===== src/rtl/dmem_access_ctrl_if.sv =====
// CPU request/response channel and RAM-wrapper port bundle of the data-memory access controller.
interface dmem_access_ctrl_if;
    logic        req_valid;
    logic        req_ready;
    logic        req_we;
    logic [15:0] req_addr;
    logic [15:0] req_wdata;
    logic        rsp_valid;
    logic [15:0] rsp_rdata;
    logic        addr_err;
    logic        init_done;
    logic        mem_we;
    logic [15:0] mem_addr;
    logic [15:0] mem_din;
    logic [15:0] mem_dout;

    // Controller side.
    modport slave (
        input  req_valid, req_we, req_addr, req_wdata, mem_dout,
        output req_ready, rsp_valid, rsp_rdata, addr_err, init_done,
        output mem_we, mem_addr, mem_din
    );

    // CPU plus RAM-wrapper side.
    modport master (
        output req_valid, req_we, req_addr, req_wdata, mem_dout,
        input  req_ready, rsp_valid, rsp_rdata, addr_err, init_done,
        input  mem_we, mem_addr, mem_din
    );
endinterface


===== src/rtl/dmem_access_ctrl.sv =====
// Load/store sequencer for the 256x16 data RAM wrapper: optional zero-fill after reset,
// single outstanding request, hides the one-cycle read latency, flags out-of-range addresses.
module dmem_access_ctrl #(
    parameter int unsigned DEPTH          = 256,
    parameter int unsigned CNT_W          = 8,
    parameter bit          CLEAR_ON_RESET = 1'b1
) (
    input  logic              clk,
    input  logic              reset_n,
    dmem_access_ctrl_if.slave bus
);
    localparam int unsigned AW = 16;
    localparam int unsigned DW = 16;

    typedef enum logic [2:0] {INIT, IDLE, ISSUE, RD_WAIT, RESP} state_t;

    state_t           state, state_n;
    logic [CNT_W-1:0] cnt, cnt_n;
    logic             lat_we, lat_we_n;
    logic             lat_oor, lat_oor_n;

    logic             req_ready_q, req_ready_n;
    logic             rsp_valid_q, rsp_valid_n;
    logic [DW-1:0]    rsp_rdata_q, rsp_rdata_n;
    logic             addr_err_q, addr_err_n;
    logic             init_done_q, init_done_n;
    logic             mem_we_q, mem_we_n;
    logic [AW-1:0]    mem_addr_q, mem_addr_n;
    logic [DW-1:0]    mem_din_q, mem_din_n;

    logic             in_range;
    logic             last_clear;

    assign in_range   = 32'(bus.req_addr) < DEPTH;
    // The clear write to the top address is on the bus this cycle.
    assign last_clear = mem_we_q && (32'(mem_addr_q) == DEPTH - 32'd1);

    // State and registered outputs.
    always_ff @(posedge clk or negedge reset_n) begin
        if (!reset_n) begin
            state       <= INIT;
            cnt         <= '0;
            lat_we      <= 1'b0;
            lat_oor     <= 1'b0;
            req_ready_q <= 1'b0;
            rsp_valid_q <= 1'b0;
            rsp_rdata_q <= '0;
            addr_err_q  <= 1'b0;
            init_done_q <= 1'b0;
            mem_we_q    <= 1'b0;
            mem_addr_q  <= '0;
            mem_din_q   <= '0;
        end else begin
            state       <= state_n;
            cnt         <= cnt_n;
            lat_we      <= lat_we_n;
            lat_oor     <= lat_oor_n;
            req_ready_q <= req_ready_n;
            rsp_valid_q <= rsp_valid_n;
            rsp_rdata_q <= rsp_rdata_n;
            addr_err_q  <= addr_err_n;
            init_done_q <= init_done_n;
            mem_we_q    <= mem_we_n;
            mem_addr_q  <= mem_addr_n;
            mem_din_q   <= mem_din_n;
        end
    end

    // Next state plus the output values that belong to the cycle after this edge.
    always_comb begin
        state_n     = state;
        cnt_n       = cnt;
        lat_we_n    = lat_we;
        lat_oor_n   = lat_oor;
        req_ready_n = req_ready_q;
        rsp_valid_n = 1'b0;
        rsp_rdata_n = rsp_rdata_q;
        addr_err_n  = 1'b0;
        init_done_n = init_done_q;
        mem_we_n    = 1'b0;
        mem_addr_n  = mem_addr_q;
        mem_din_n   = mem_din_q;

        case (state)
            INIT: begin
                if (!CLEAR_ON_RESET || last_clear) begin
                    state_n     = IDLE;
                    req_ready_n = 1'b1;
                    init_done_n = 1'b1;
                end else begin
                    mem_we_n   = 1'b1;
                    mem_addr_n = AW'(cnt);
                    mem_din_n  = '0;
                    cnt_n      = cnt + CNT_W'(1);
                end
            end
            IDLE: begin
                if (bus.req_valid && req_ready_q) begin
                    state_n     = ISSUE;
                    req_ready_n = 1'b0;
                    lat_we_n    = bus.req_we;
                    lat_oor_n   = !in_range;
                    mem_addr_n  = bus.req_addr;
                    addr_err_n  = !in_range;
                    if (bus.req_we && in_range) begin
                        mem_we_n  = 1'b1;
                        mem_din_n = bus.req_wdata;
                    end
                end
            end
            ISSUE: begin
                if (lat_we) begin
                    state_n     = IDLE;
                    req_ready_n = 1'b1;
                end else if (lat_oor) begin
                    // Out-of-range load answers zero without touching the RAM.
                    state_n     = RESP;
                    rsp_valid_n = 1'b1;
                    rsp_rdata_n = '0;
                end else begin
                    state_n = RD_WAIT;
                end
            end
            RD_WAIT: begin
                state_n     = RESP;
                rsp_valid_n = 1'b1;
                rsp_rdata_n = bus.mem_dout;
            end
            RESP: begin
                state_n     = IDLE;
                req_ready_n = 1'b1;
            end
            default: begin
                state_n = INIT;
            end
        endcase
    end

    assign bus.req_ready = req_ready_q;
    assign bus.rsp_valid = rsp_valid_q;
    assign bus.rsp_rdata = rsp_rdata_q;
    assign bus.addr_err  = addr_err_q;
    assign bus.init_done = init_done_q;
    assign bus.mem_we    = mem_we_q;
    assign bus.mem_addr  = mem_addr_q;
    assign bus.mem_din   = mem_din_q;
endmodule


===== src/flat_wrapper.sv =====
// flat-port wrapper written by rule: the top's interface ports become plain ports
module dmem_access_ctrl_flat 
#(
    parameter int unsigned DEPTH          = 256,
    parameter int unsigned CNT_W          = 8,
    parameter bit          CLEAR_ON_RESET = 1'b1
)
  (clk, reset_n, bus_req_valid, bus_req_we, bus_req_addr, bus_req_wdata, bus_mem_dout, bus_req_ready, bus_rsp_valid, bus_rsp_rdata, bus_addr_err, bus_init_done, bus_mem_we, bus_mem_addr, bus_mem_din);
  dmem_access_ctrl_if bus_i ();
  input  logic clk;
  input  logic reset_n;
  input wire logic [$bits(bus_i.req_valid)-1:0] bus_req_valid;
  input wire logic [$bits(bus_i.req_we)-1:0] bus_req_we;
  input wire logic [$bits(bus_i.req_addr)-1:0] bus_req_addr;
  input wire logic [$bits(bus_i.req_wdata)-1:0] bus_req_wdata;
  input wire logic [$bits(bus_i.mem_dout)-1:0] bus_mem_dout;
  output wire logic [$bits(bus_i.req_ready)-1:0] bus_req_ready;
  output wire logic [$bits(bus_i.rsp_valid)-1:0] bus_rsp_valid;
  output wire logic [$bits(bus_i.rsp_rdata)-1:0] bus_rsp_rdata;
  output wire logic [$bits(bus_i.addr_err)-1:0] bus_addr_err;
  output wire logic [$bits(bus_i.init_done)-1:0] bus_init_done;
  output wire logic [$bits(bus_i.mem_we)-1:0] bus_mem_we;
  output wire logic [$bits(bus_i.mem_addr)-1:0] bus_mem_addr;
  output wire logic [$bits(bus_i.mem_din)-1:0] bus_mem_din;
  assign bus_i.req_valid = bus_req_valid;
  assign bus_i.req_we = bus_req_we;
  assign bus_i.req_addr = bus_req_addr;
  assign bus_i.req_wdata = bus_req_wdata;
  assign bus_i.mem_dout = bus_mem_dout;
  assign bus_req_ready = bus_i.req_ready;
  assign bus_rsp_valid = bus_i.rsp_valid;
  assign bus_rsp_rdata = bus_i.rsp_rdata;
  assign bus_addr_err = bus_i.addr_err;
  assign bus_init_done = bus_i.init_done;
  assign bus_mem_we = bus_i.mem_we;
  assign bus_mem_addr = bus_i.mem_addr;
  assign bus_mem_din = bus_i.mem_din;
  dmem_access_ctrl #(.DEPTH(DEPTH), .CNT_W(CNT_W), .CLEAR_ON_RESET(CLEAR_ON_RESET)) u_core (.clk(clk), .reset_n(reset_n), .bus(bus_i));
endmodule

===== config.mk =====
export PLATFORM = sky130hd
export DESIGN_NAME = dmem_access_ctrl_flat
export DESIGN_NICKNAME = d
export VERILOG_FILES = /design/src/rtl/dmem_access_ctrl_if.sv /design/src/rtl/dmem_access_ctrl.sv /design/src/flat_wrapper.sv
export SDC_FILE = /design/constraint.sdc
export NUM_CORES = 1
export LEC_CHECK = 0
export CORE_MARGIN = 2
export CORE_UTILIZATION = 48
export DETAILED_ROUTE_END_ITERATION = 10
export PLACE_DENSITY_LB_ADDON = 0.1
export SLEW_MARGIN = 20
export SYNTH_ARGS = -nofsm -noshare
export SYNTH_HDL_FRONTEND = slang
export SYNTH_SLANG_ARGS = --single-unit
export TNS_END_PERCENT = 50

===== constraint.sdc =====
create_clock -name clk -period 3.5 [get_ports clk]
set_input_delay 0.7 -clock clk [delete_from_list [all_inputs] [get_ports clk]]
set_output_delay 0.7 -clock clk [all_outputs]
set_load 0.1 [all_outputs]

==> key figures <==
Worst setup path
  – CP peak stage delay: 1.16 ns
  – WP buf/inv: 1
  – Worst Setup SP: u_core.bus.mem_addr[9]
  – CP top delay family: buffers and inverters
  – Critical setup path kind: flip-flop to primary output
  – R2R Setup Slk: between 1 and 1.5 ns
  – WP data arrival: 1.90 ns
  – Crit path launch type: flip-flop
  – Crit. path cell count: 1
  – Worst R2R Start: u_core.state[0]
  – Reg2Reg Depth: 3
  – Critical Path Slowest Stage Cell: clkdlybuf4s50_1
  – Worst setup endpoint: bus_mem_addr[9]
  – Req. time, crit path: approximately 2.8 ns
  – Worst Path Max Fanout: 3
  – Setup crit end kind: primary output
  – Critical path cell sequence: clkdlybuf4s50_1
  – Worst R2R End: u_core.lat_we

Logic synthesis
  – Post-synth EDFFs: 0
  – Post-synth cell types: between 40 and 50
  – Synth Flop Type: dfrtp_1
  – Synth Area in XOR/XNOR: 0.0207
  – Post-synth ARST share: 1.00
  – FF+latch count, synth: 66
  – Synth top area share: 0.558
  – Compound-Gate Fraction of Synth Area: 0.131
  – Post-synth top cells: dfrtp_1, nor2_1, mux2i_1
  – Mux cell area share after synthesis: 0.0901
  – Post-synthesis sequential area ratio: 0.558
  – Largest area contributor in the netlist: dfrtp_1
  – Synth warn: 0
  – Synth Cell Area: 2960 µm²
  – Adder-cell share of the synthesized area: 0.00423
  – Largest family of logic cells by synthesized area: simple AND/OR/NAND/NOR gates
  – Mapped Nets: about 310
  – Mapped Cells: between 200 and 300
  – Area contributors post-synth: dfrtp_1, mux2i_1, a22o_1
  – Syn avg cell area: roughly 12 µm²
  – Post-Synth Simple-Gate Area: 0.165
  – Count leader, synth: dfrtp_1

Clocking
  – Post-CTS Hold Buffers: 0
  – Post_cts resized: 0
  – Clk_lat worst skew: roughly 0.33 ns
  – CTS Buffer Depth: 2
  – CTS tree: built
  – CTS root buf: clkbuf_8
  – H-tree levels: 3
  – TritonCTS Buffers: 9
  – Setup bufs post-CTS: 0
  – CTS Sinks: 66
  – Worst-path clk slew: 0.07 ns

Pwr
  – Power per cell area: around 680 nW/µm²
  – Leakage: slightly below 2 nW
  – VDD IR-drop max: slightly above 700 µV

Global routing
  – Vias in the first global route: about 2200
  – GR Overflow Total: 0
  – Overall Global Routing Usage: 0.212
  – Initial antenna violation count: 0
  – Largest net degree at the start of global routing: between 40 and 50
  – First-pass GRT wire length: roughly 11000 µm

Finish
  – Layout cells sized above 1: 0.0939
  – Final Instance Area: roughly 4200 µm²
  – Register area: roughly 1700 µm²
  – Layout net count: approximately 400
  – Area of the multi-input gates: around 1200 µm²
  – Area delta synth->final: 42.2%
  – Number of fillers in the final layout: 470
  – Ant diodes: 0

Timing
  – Min cycle time layout: roughly 2.6 ns
  – Setup-failing EPs final: 0
  – Final worst slack: roughly 0.90 ns
  – Pin slew with the least headroom to its limit: between 0.9 and 1 ns
  – Final cycle utilization of the critical path: 0.742
  – Setup TNS Final: 0 ns
  – RSZ-0062 raised after global routing: no
  – Final Hold Fails: 0
  – Slew HR: 0.339
  – Hold_ws: 0.377 ns
  – Setup Skew: between 0.01 and 0.015 ns
  – Slew Viols, Final: 0
  – Fmax: about 0.39 GHz

Drt
  – Met1 wire length: slightly above 3000 µm
  – DRC errors left: 0
  – Met3 wire len: 426 µm
  – Via count: roughly 2300
  – Final wirelength: around 6800 µm
  – Top layer in use: met4
  – Antenna viol nets, final: 0
  – DRT iter0 DRCs: between 100 and 150
  – Wire length on met2: 3150 µm
  – Initial DRT Pass Iterations: 4
  – Vias/cell: ~5.3
  – WL/cell: 15.5 µm

Die
  – Core box area: a little under 6000 µm²
  – Chip width: ~83 µm
  – Die Area: a little under 7000 µm²
  – Die Y: 82.5 µm
  – Rows: 28
  – Starting Density: 0.497
  – Top-Level Pins: 105

Place
  – Placement Setup Slack: about 1.1 ns
  – Detailed placement HPWL: 4830 µm
  – Port bufs: 104
  – Placement Cell Area: about 4100 µm²
  – Placer congestion estimate: 0.741

Status
  – Status: complete, no violations

Job
  – # Max-Cap Violations: 0

Min path
  – Hold Path Class: input port to async pin
cells in the final DEF, fill, tap and decap left out, drive strengths merged, types with 7 or more instances in the layout:
master / n
mux2i: 24
xor2: 7
clkdlybuf4s50: 102
nor2: 26
buf: 8
clkbuf: 11
a21oi: 12
dfrtp: 66
a22o: 21
and2: 18
nand2: 13
worst min path at each step:
stage / startpoint / endpoint / slack [ns] / depth (start not counted)
detailed placement: u_core.bus.init_done / u_core.bus.init_done / 0.46 / 1
global placement: u_core.bus.init_done / u_core.bus.init_done / 0.45 / 1
global route: reset_n / u_core.bus.mem_addr[7] / 0.40 / 1
finish: reset_n / u_core.bus.mem_addr[7] / 0.38 / 1
floorplan: reset_n / u_core.bus.addr_err / 0.40 / 0
CTS: reset_n / u_core.bus.mem_addr[7] / 0.37 / 1
final cells by class:
class	count	area share
flip-flops and latches	66	0.393
multi-input cells	168	0.290
repair buffers	110	0.256
clock buffers	11	0.0312
well taps	75	0.0223
clock inverters	4	0.00476
inverters	3	0.00268
cells by family after synthesis:
kind of cell / count (synthesis)
mux: 26
simple gates: 86
xor+xnor: 7
buf+inv: 19
flops: 66
compound gates: 48
fa+ha+maj: 1
flip-flops by register name, summed over array words and instances, names as in the netlist:
register,cells
u_core.bus.req_ready,1
u_core.lat_we,1
u_core.bus.addr_err,1
u_core.lat_oor,1
u_core.bus.init_done,1
u_core.state,3
u_core.cnt,8
u_core.bus.mem_we,1
u_core.bus.mem_addr,16
u_core.bus.rsp_valid,1
u_core.bus.rsp_rdata,16
u_core.bus.mem_din,16
metrics by stage:
step	power, mW	instances	util
final	2.88	437	0.707
after global routing	3.01	437	0.707
after CTS	2.91	437	0.707
after detailed placement	2.38	422	0.681
after global placement	2.36	422	0.681
after floorplan	2.02	253	-
power breakdown:
part / leakage [nW] / switching [mW] / internal, mW
clock network: 0.0827 / 0.265 / 0.248
registers: 0.859 / 0.140 / 0.918
logic: 0.993 / 0.946 / 0.362
per-layer routing:
layer	vias to the layer above	track usage
met3	6	0.0587
met4	0	0.0754
met2	80	0.310
met5	-	0
met1	1129	0.303
li1	1109	-
No activity file was read; power rests on OpenSTA's default activity.
